`src/rtl/fp_addsub_pipe.sv`:
```
// Pipelined floating-point adder/subtractor: operand capture, align, add and
// normalise/round stages under one global advance, with tag and exception sideband.
module fp_addsub_pipe #(
  parameter int EXP_W = 8,
  parameter int MAN_W = 23,
  parameter int TAG_W = 4
) (
  input  logic                 clk,
  input  logic                 reset,
  input  logic                 in_valid,
  output logic                 in_ready,
  input  logic                 sub,
  input  logic [EXP_W+MAN_W:0] a,
  input  logic [EXP_W+MAN_W:0] b,
  input  logic [TAG_W-1:0]     in_tag,
  output logic                 out_valid,
  input  logic                 out_ready,
  output logic [EXP_W+MAN_W:0] res,
  output logic [TAG_W-1:0]     out_tag,
  output logic                 exception
);

  localparam int W  = 1 + EXP_W + MAN_W;
  localparam int MW = EXP_W + MAN_W;
  localparam int XW = MAN_W + 4;
  localparam int EW = EXP_W + 2;
  localparam int LW = $clog2(XW + 1);
  localparam logic [EW-1:0] EXP_ONES = {2'b00, {EXP_W{1'b1}}};

  logic advance;

  assign advance  = !out_valid || out_ready;
  assign in_ready = advance;

  // Operand capture
  logic             v0;
  logic             sub0;
  logic [W-1:0]     a0;
  logic [W-1:0]     b0;
  logic [TAG_W-1:0] tag0;

  always_ff @(posedge clk or negedge reset) begin
    if (!reset) begin
      v0   <= 1'b0;
      sub0 <= 1'b0;
      a0   <= '0;
      b0   <= '0;
      tag0 <= '0;
    end else if (advance) begin
      v0 <= in_valid;
      if (in_valid) begin
        sub0 <= sub;
        a0   <= a;
        b0   <= b;
        tag0 <= in_tag;
      end
    end
  end

  // Align: zero/denormal operands become exact zero, larger magnitude goes first
  logic [EXP_W-1:0] exp_a;
  logic [EXP_W-1:0] exp_b;
  logic [EXP_W-1:0] big_exp;
  logic [EXP_W-1:0] small_exp;
  logic [EXP_W-1:0] exp_diff;
  logic [MW-1:0]    mag_a;
  logic [MW-1:0]    mag_b;
  logic [MW-1:0]    big_mag;
  logic [MW-1:0]    small_mag;
  logic             sign_a;
  logic             sign_b;
  logic             big_sign;
  logic             small_sign;
  logic             special;
  logic [XW-1:0]    big_sig;
  logic [XW-1:0]    small_sig;
  logic [XW-1:0]    small_aligned;
  logic [2*XW-1:0]  small_wide;

  always_comb begin
    exp_a   = a0[W-2:MAN_W];
    exp_b   = b0[W-2:MAN_W];
    special = (&exp_a) || (&exp_b);
    mag_a   = (exp_a == '0) ? '0 : a0[MW-1:0];
    mag_b   = (exp_b == '0) ? '0 : b0[MW-1:0];
    sign_a  = a0[W-1];
    sign_b  = b0[W-1] ^ sub0;
    if (mag_b > mag_a) begin
      big_mag    = mag_b;
      big_sign   = sign_b;
      small_mag  = mag_a;
      small_sign = sign_a;
    end else begin
      big_mag    = mag_a;
      big_sign   = sign_a;
      small_mag  = mag_b;
      small_sign = sign_b;
    end
    big_exp    = big_mag[MW-1:MAN_W];
    small_exp  = small_mag[MW-1:MAN_W];
    exp_diff   = big_exp - small_exp;
    big_sig    = {(big_exp != '0), big_mag[MAN_W-1:0], 3'b000};
    small_sig  = {(small_exp != '0), small_mag[MAN_W-1:0], 3'b000};
    small_wide = {small_sig, {XW{1'b0}}} >> exp_diff;
    if (int'(exp_diff) >= MAN_W + 3)
      small_aligned = {{(XW-1){1'b0}}, |small_sig};
    else
      small_aligned = small_wide[2*XW-1:XW] | {{(XW-1){1'b0}}, |small_wide[XW-1:0]};
  end

  logic             v1;
  logic [TAG_W-1:0] tag1;
  logic             exc1;
  logic             sign1;
  logic             eff_sub1;
  logic [EXP_W-1:0] exp1;
  logic [XW-1:0]    big1;
  logic [XW-1:0]    small1;

  always_ff @(posedge clk or negedge reset) begin
    if (!reset) begin
      v1       <= 1'b0;
      tag1     <= '0;
      exc1     <= 1'b0;
      sign1    <= 1'b0;
      eff_sub1 <= 1'b0;
      exp1     <= '0;
      big1     <= '0;
      small1   <= '0;
    end else if (advance) begin
      v1       <= v0;
      tag1     <= tag0;
      exc1     <= special;
      sign1    <= big_sign;
      eff_sub1 <= big_sign ^ small_sign;
      exp1     <= big_exp;
      big1     <= big_sig;
      small1   <= small_aligned;
    end
  end

  // Add: the big operand never loses to the small one, so the difference stays non-negative
  logic [XW:0] sum_c;

  always_comb begin
    if (eff_sub1)
      sum_c = {1'b0, big1} - {1'b0, small1};
    else
      sum_c = {1'b0, big1} + {1'b0, small1};
  end

  logic             v2;
  logic [TAG_W-1:0] tag2;
  logic             exc2;
  logic             sign2;
  logic [EXP_W-1:0] exp2;
  logic [XW:0]      sum2;

  always_ff @(posedge clk or negedge reset) begin
    if (!reset) begin
      v2    <= 1'b0;
      tag2  <= '0;
      exc2  <= 1'b0;
      sign2 <= 1'b0;
      exp2  <= '0;
      sum2  <= '0;
    end else if (advance) begin
      v2    <= v1;
      tag2  <= tag1;
      exc2  <= exc1;
      sign2 <= (sum_c == '0) ? 1'b0 : sign1;
      exp2  <= exp1;
      sum2  <= sum_c;
    end
  end

  // Normalise and round; exponent kept two bits wider so underflow shows as sign
  logic [LW-1:0]    lzc;
  logic [XW-1:0]    norm;
  logic [EW-1:0]    exp_n;
  logic [EW-1:0]    exp_r;
  logic             round_up;
  logic             mant_ovf;
  logic             overflow;
  logic             underflow;
  logic [MAN_W+1:0] mant_r;
  logic [MAN_W-1:0] man_out;
  logic [W-1:0]     res_c;
  logic             exc_c;

  always_comb begin
    lzc = '0;
    for (int i = 0; i < XW; i++) begin
      if (sum2[i])
        lzc = LW'(XW - 1 - i);
    end
    if (sum2[XW]) begin
      norm  = {sum2[XW:2], sum2[1] | sum2[0]};
      exp_n = {2'b00, exp2} + EW'(1);
    end else begin
      norm  = sum2[XW-1:0] << lzc;
      exp_n = {2'b00, exp2} - EW'(lzc);
    end
    round_up  = norm[2] && (norm[1] || norm[0] || norm[3]);
    mant_r    = {1'b0, norm[XW-1:3]} + (MAN_W+2)'(round_up);
    mant_ovf  = mant_r[MAN_W+1];
    exp_r     = exp_n + EW'(mant_ovf);
    man_out   = mant_ovf ? mant_r[MAN_W:1] : mant_r[MAN_W-1:0];
    underflow = exp_r[EW-1] || (exp_r == '0);
    overflow  = !exp_r[EW-1] && (exp_r >= EXP_ONES);
    res_c     = '0;
    exc_c     = 1'b0;
    if (exc2)
      exc_c = 1'b1;
    else if ((sum2 == '0) || underflow)
      res_c = '0;
    else if (overflow)
      exc_c = 1'b1;
    else
      res_c = {sign2, exp_r[EXP_W-1:0], man_out};
  end

  always_ff @(posedge clk or negedge reset) begin
    if (!reset) begin
      out_valid <= 1'b0;
      res       <= '0;
      out_tag   <= '0;
      exception <= 1'b0;
    end else if (advance) begin
      out_valid <= v2;
      res       <= v2 ? res_c : '0;
      out_tag   <= v2 ? tag2 : '0;
      exception <= v2 && exc_c;
    end
  end

endmodule
```
`config.mk`:
```
export PLATFORM = sky130hd
export DESIGN_NAME = fp_addsub_pipe
export DESIGN_NICKNAME = d
export VERILOG_FILES = /design/src/rtl/fp_addsub_pipe.sv
export SDC_FILE = /design/constraint.sdc
export NUM_CORES = 1
export LEC_CHECK = 0
export ABC_AREA = 1
export CORE_ASPECT_RATIO = 1.1
export CORE_MARGIN = 2
export CORE_UTILIZATION = 41
export CTS_BUF_LIST = sky130_fd_sc_hd__clkbuf_2
export DETAILED_ROUTE_END_ITERATION = 12
export SYNTH_ARGS = -nofsm -noshare
export SYNTH_HDL_FRONTEND = slang
export SYNTH_SLANG_ARGS = --single-unit
```
`constraint.sdc`:
```
create_clock -name clk -period 7.1 [get_ports clk]
set_clock_uncertainty 0.15 [all_clocks]
set_input_delay 2.13 -clock clk [delete_from_list [all_inputs] [get_ports clk]]
set_output_delay 2.13 -clock clk [all_outputs]
set_load 0.005 [all_outputs]
```
**Word-level counts from Yosys, hierarchy flattened**

Index checks and enable logic that the tools add are counted.
W data, S select, Z words.

- Multiplexer cells: 47
- Magnitude comparators: 3
- Reduce and logical (&&, ||, !) cells: 23
- Add/sub/neg operators: 7
- Bitwise operators: 4
- Shift-type cells: 2

Operators by type and width:

| cell | number |
|---|---|
| $mux W5 | 27 |
| $mux W32 | 4 |
| $mux W31 | 4 |
| $logic_not A28 Y1 | 2 |
| $mux W27 | 2 |
| $shr A54 B8 Y54 | 1 |
| $gt A31 B31 Y1 | 1 |
| $add A27 B27 Y28 | 1 |
| $mux W28 | 1 |
| $sub A27 B27 Y28 | 1 |
| $or A27 B1 Y27 | 1 |
| $reduce_or A27 Y1 | 1 |
| $shl A27 B5 Y27 | 1 |
| $add A24 B1 Y25 | 1 |
| $reduce_or A24 Y1 | 1 |
| $mux W23 | 1 |
| $logic_not A8 Y1 | 2 |
| $reduce_and A8 Y1 | 2 |
| $reduce_bool A8 Y1 | 2 |
| $add A10 B1 Y10 | 1 |
| $ge A10 B8 Y1 const B | 1 |
| $logic_not A10 Y1 | 1 |
| $mux W10 | 1 |
| $add A8 B1 Y9 const B | 1 |
| other kinds (11) | 25 |

- Input port bits: 73
- Word-level logic and storage cells: 109
- Output and inout bits: 39
- Register bits after elaboration: 218

**Logic depth before layout (Yosys ltp)**

- Depth after elaboration: 40
- Depth in mapped cells: 57
- Gate-level depth less buffers: 57

**Worst setup path before layout**

No wires, ideal clock.

- Path kind: flip-flop to flip-flop
- From: reg sum2[2]
- To: reg res[12]
- Stages on the path, launching flop included: 54
- Arrival time: 5.502 ns
- Path slack: 1.322 ns
- Buffers on the path: 2
- Path through: dfrtp_1 -> inv_2 -> nand2_1 -> nand2_1 -> nand2_1 -> nand2_1 -> nand2_1 -> nand2_1 -> nand2_1 -> nand2_1 -> nand2_1 -> nand2_1 -> nand2_1 -> nand2_1 -> nand2_1 -> nand2_1 -> nand2_1 -> nand2_1 -> [18 not listed] -> nand3_2 -> nor2_4 -> nand3_4 -> nor2_8 -> ha_1 -> ha_1 -> inv_1 -> nor2_1 -> nand2_1 -> xor2_1 -> or4_1 -> o41ai_1 -> a211oi_1 -> nand3_2 -> inv_2 -> buf_2 -> nand3_4 -> nand3_2

- Word-level cells in the longest chain between the ends: 38
- Elaborated cells on any way between the ends: 46

Ends and longest elaborated chain:

| item | RTL line | text |
|---|---|---|
| start, declared | 157 | `logic [XW:0] sum2;` |
| start signal, assigned | 173 | `sum2 <= sum_c;` |
| $mux W5 (25 in series) | 194 | `if (sum2[i])` |
| $shl A27 B5 Y27 | 201 | `norm = sum2[XW-1:0] << lzc;` |
| $mux W27 | 197 | `if (sum2[XW]) begin` |
| $logic_or A1 B1 Y1 (2 in series) | 204 | `round_up = norm[2] && (norm[1] \|\| norm[0] \|\| norm[3]);` |
| $logic_and A1 B1 Y1 | 204 |  |
| $add A24 B1 Y25 | 205 | `mant_r = {1'b0, norm[XW-1:3]} + (MAN_W+2)'(round_up);` |
| $add A10 B1 Y10 | 207 | `exp_r = exp_n + EW'(mant_ovf);` |
| $ge A10 B8 Y1 (tied with other cells) | 210 | `overflow = !exp_r[EW-1] && (exp_r >= EXP_ONES);` |
| $logic_and A1 B1 Y1 / $logic_or A1 B1 Y1 (equally long branches) | 210, 209 |  |
| $mux W32 / $logic_or A1 B1 Y1 (equally long branches) | 217, 215 |  |
| $mux W32 (*) | 215 | `else if ((sum2 == '0) \|\| underflow)` |
| $mux W32 (*) | 213 | `if (exc2)` |
| $mux W32 (*) | 231 | `res <= v2 ? res_c : '0;` |
| end signal, assigned | 231 |  |
| end, declared | 18 | `output logic [EXP_W+MAN_W:0] res,` |

Every way passes the cells marked *; elsewhere a longest branch is shown, timed or not.
A chain may end at the register's enable or synchronous reset.

**Worst setup path in the final report**

- From: reg sum2[1]
- To: reg res[18]

- Word-level cells in the longest chain between the ends: 39
- Elaborated cells on any way between the ends: 48

Ends and longest elaborated chain:

| item | RTL line |
|---|---|
| $mux W5 (26 in series) | 194 |
| $shl A27 B5 Y27 | 201 |
| $mux W27 | 197 |
| $logic_or A1 B1 Y1 (2 in series) | 204 |
| $logic_and A1 B1 Y1 | 204 |
| $add A24 B1 Y25 | 205 |
| $add A10 B1 Y10 | 207 |
| $ge A10 B8 Y1 (tied with other cells) | 210 |
| $logic_and A1 B1 Y1 / $logic_or A1 B1 Y1 (equally long branches) | 210, 209 |
| $mux W32 / $logic_or A1 B1 Y1 (equally long branches) | 217, 215 |
| $mux W32 (*) | 215 |
| $mux W32 (*) | 213 |
| $mux W32 (*) | 231 |

Marked as above.

==> flow_summary.ini <==
[synth]
netlist.top_cell.by_area = sky130_fd_sc_hd__dfrtp_1
avgSynthCellArea_um2 = 6.75
yosys_register_bits = 218
synth_edf_count = 0
yosys.cell_count.top_type = sky130_fd_sc_hd__nand2_1
post_synth_main_area_contributors = sky130_fd_sc_hd__dfrtp_1, sky130_fd_sc_hd__nand2_1, sky130_fd_sc_hd__nand3_1
synthesized_instance_count = 2593
synthesis.nets = 2758
synthTopCellsByCount = sky130_fd_sc_hd__nand2_1, sky130_fd_sc_hd__nand3_1, sky130_fd_sc_hd__inv_1
synth_top_area_share = 0.312
synth.yosys.seq_area_share = 0.312
synth_warnings = 0
synth-main-ff-cell = sky130_fd_sc_hd__dfrtp_1
asyncSetResetFlopFracSynth = 1.00
netlist-cell-type-count = 57
synth.cell_area_um2 = 17500

[global_routing]
grt_start_max_net_pins = 133
grt_antenna_before_repair = 1
global_route_overflow = 0
grt_pass1_vias = 17000
grt_use_total = 0.243
grt_pass1_wl_mm = 87.3

[setup_path]
critPathMostFrequentCell = sky130_fd_sc_hd__nand2_1
startpoint_type = flop
reg2reg_from = sum2[1]$_DFFE_PN0N_
cp_top_family = simple AND/OR/NAND/NOR gates
startpoint_to_endpoint_class_of_the_critical_path = reg2reg
maximum_fanout_along_the_worst_path = 18
required_ns = 7.86
buf_inv_stages_crit_path = 6
crit_arrival_ns = 7.44
critical-path-slowest-cell = sky130_fd_sc_hd__or4_1
slowest_delay_ns = 0.44
worst_setup_path_startpoint = sum2[1]$_DFFE_PN0N_
cp-end-kind = flop

[sta]
report.final.setup_viol = 0
timing.final.crit_share = 0.942
timing.slew.headroom = 0.338
final_max_slew_viol_count = 0
time_the_worst_path_needs_with_i_o_delays_and_setup_ns = 6.69
max_slew.worst_pin.slew_ns = 0.992
worst_hold_slack_ns = 0.328
fmaxAchievable_mhz = 150
final_hold_viol_count = 0

[routing]
drt_drc_violations_left = 0
viasPerCell = 5.32
routed-via-count = 17400
wl_mm = 53.7
first_iter_violations = 1315
detail-route-antenna-nets = 0
firstDrtPassIters = 6
route.detailed.wl_per_inst_um = 16.4

[placement]
placement.io_buffers = 111
placedInstanceArea_um2 = 19000
gpl_wtd_cong = 0.992
dp_hpwl_mm = 41.7

[min_path]
min-delay-path-class = reg2reg
worstHoldStart = v0$_DFFE_PN0N_

[finish]
filler_cell_count = 4461
flow.area_growth_from_synthesis_pct = 11.9
drive_gt1_frac = 0.0935
final_standard_cell_area_without_fillers_um2 = 19600
layout.nets = 2831

[floorplanning]
die_height_um = 221
die_w_um = 201
floorplan.initialDensity = 0.415
die_area_um2 = 44300
fp.coreArea_um2 = 42200
placement_rows = 79
floorplan.io_pins = 112

[outcome]
outcome = finished, final reports clean

[clocking]
cts_max_level = 2
clkTransAtPathRegs_ns = 0.10
tritoncts_clock_tree = built
holdBufCountCts = 0
clock_insertion_delay_at_the_later_pin_of_the_skew_report_ns = 1.05
max-clock-path-buffers = 3
tritoncts.num_buffers = 59
numClockSinks = 218
clockRootBuffer = sky130_fd_sc_hd__clkbuf_2

[job]
maxCapViolations = 0
## logic make-up (layout without fill, tap and decap cells)
group	after synthesis	in the layout	synth area share
other	0	2	0
XOR/XNOR	45	45	0.0225
AND/OR/NAND/NOR	1400	1400	0.352
multiplexers	53	53	0.0341
adder cells (fa/ha/maj)	92	92	0.0666
AO/OA/AOI/OAI	397	397	0.125
flip-flops	218	218	0.312
buffers and inverters	388	500	0.0882
## worst register-to-register path, delay by kind of cell, from the launching register on
kind                       cells  cell delay, ns
adders and majority gates      3            0.57
buffers and inverters          6            1.13
DFF                            1            0.41
and+or+nand+nor               19            2.57
xor gates and xnor gates       1            0.20
AOI/OAI and AO/OA              8            1.64
## metal layers
metal | vias up | GRT usage | wire length (µm)
li1 | 8771 | - | -
met1 | 8070 | 0.293 | 23100
met2 | 456 | 0.435 | 26300
met3 | 120 | 0.0274 | 2100
met4 | 0 | 0.114 | 2190
met5 | - | 0 | 0
## registers in the layout, summed over array words and instances, names as in the netlist, 8 cells and up
name / count
res: 32
a0: 32
exp2: 8
b0: 32
small1: 27
exp1: 8
sum2: 28
big1: 24
## repair_timing
action,4_1_cts,5_1_grt
gates resized for setup,0,10
setup endpoints to repair,0,32
setup buffers,0,3
endpoints found under the hold margin,0,0
## stage by stage
stage,setup WS (ns),instances,util,TNS (ns)
2_1_floorplan,1.32,2593,-,0
3_3_place_gp,0.423,3169,0.450,0
3_5_place_dp,0.256,3169,0.450,0
4_1_cts,0.283,3269,0.462,0
5_1_grt,-0.0400,3274,0.464,-0.120
6_report,0.412,3274,0.464,0
## path summary, 6_finish.rpt
path                       cells past startpoint  slack (ns)                   to
max                                           37        0.41  res[18]$_DFFE_PN0N_
min                                            2        0.33       v1$_DFFE_PN0N_
max reg2reg                                   37        0.41  res[18]$_DFFE_PN0N_
min reg2reg                                    2        0.33       v1$_DFFE_PN0N_
max in group asynchronous                      2        4.65   a0[16]$_DFFE_PN0P_
min in group asynchronous                      1        0.94   res[9]$_DFFE_PN0N_
## cell usage in the layout, fill, tap and decap left out, types with 5 or more instances in the layout
cell type	count
sky130_fd_sc_hd__a31oi_1	11
sky130_fd_sc_hd__xnor2_1	6
sky130_fd_sc_hd__o211ai_1	5
sky130_fd_sc_hd__inv_2	12
sky130_fd_sc_hd__o21ai_1	21
sky130_fd_sc_hd__clkinv_1	11
sky130_fd_sc_hd__nand3_2	16
sky130_fd_sc_hd__inv_1	239
sky130_fd_sc_hd__nor3_1	14
sky130_fd_sc_hd__nand4_1	52
sky130_fd_sc_hd__o21ai_2	9
sky130_fd_sc_hd__nand2_1	791
sky130_fd_sc_hd__nand3_1	345
sky130_fd_sc_hd__ha_1	90
sky130_fd_sc_hd__nor2_4	7
sky130_fd_sc_hd__o21bai_1	7
sky130_fd_sc_hd__clkdlybuf4s50_1	110
sky130_fd_sc_hd__dfrtp_1	218
sky130_fd_sc_hd__clkbuf_2	86
sky130_fd_sc_hd__nor2_1	130
sky130_fd_sc_hd__o21ai_0	192
sky130_fd_sc_hd__a21boi_0	11
sky130_fd_sc_hd__mux2_2	53
sky130_fd_sc_hd__nor2_2	6
sky130_fd_sc_hd__nand2_2	5
sky130_fd_sc_hd__buf_4	32
sky130_fd_sc_hd__xor2_1	38
sky130_fd_sc_hd__nor4_1	12
sky130_fd_sc_hd__a21oi_1	94
sky130_fd_sc_hd__o22ai_1	23
## cell type report
class	instances	area, µm²	share of cell area
Multi-Input combinational cell	1987	10600	0.540
Inverter	256	965	0.0492
Clock inverter	14	72.6	0.00370
Clock buffer	86	430	0.0220
Timing Repair Buffer	144	1380	0.0703
Tap cell	567	709	0.0362
Antenna cell	2	5.00	0.000256
Sequential cell	218	5460	0.279
Power is not shown: default switching activity piles up to over one toggle a cycle in this logic, so the estimate is an artifact.
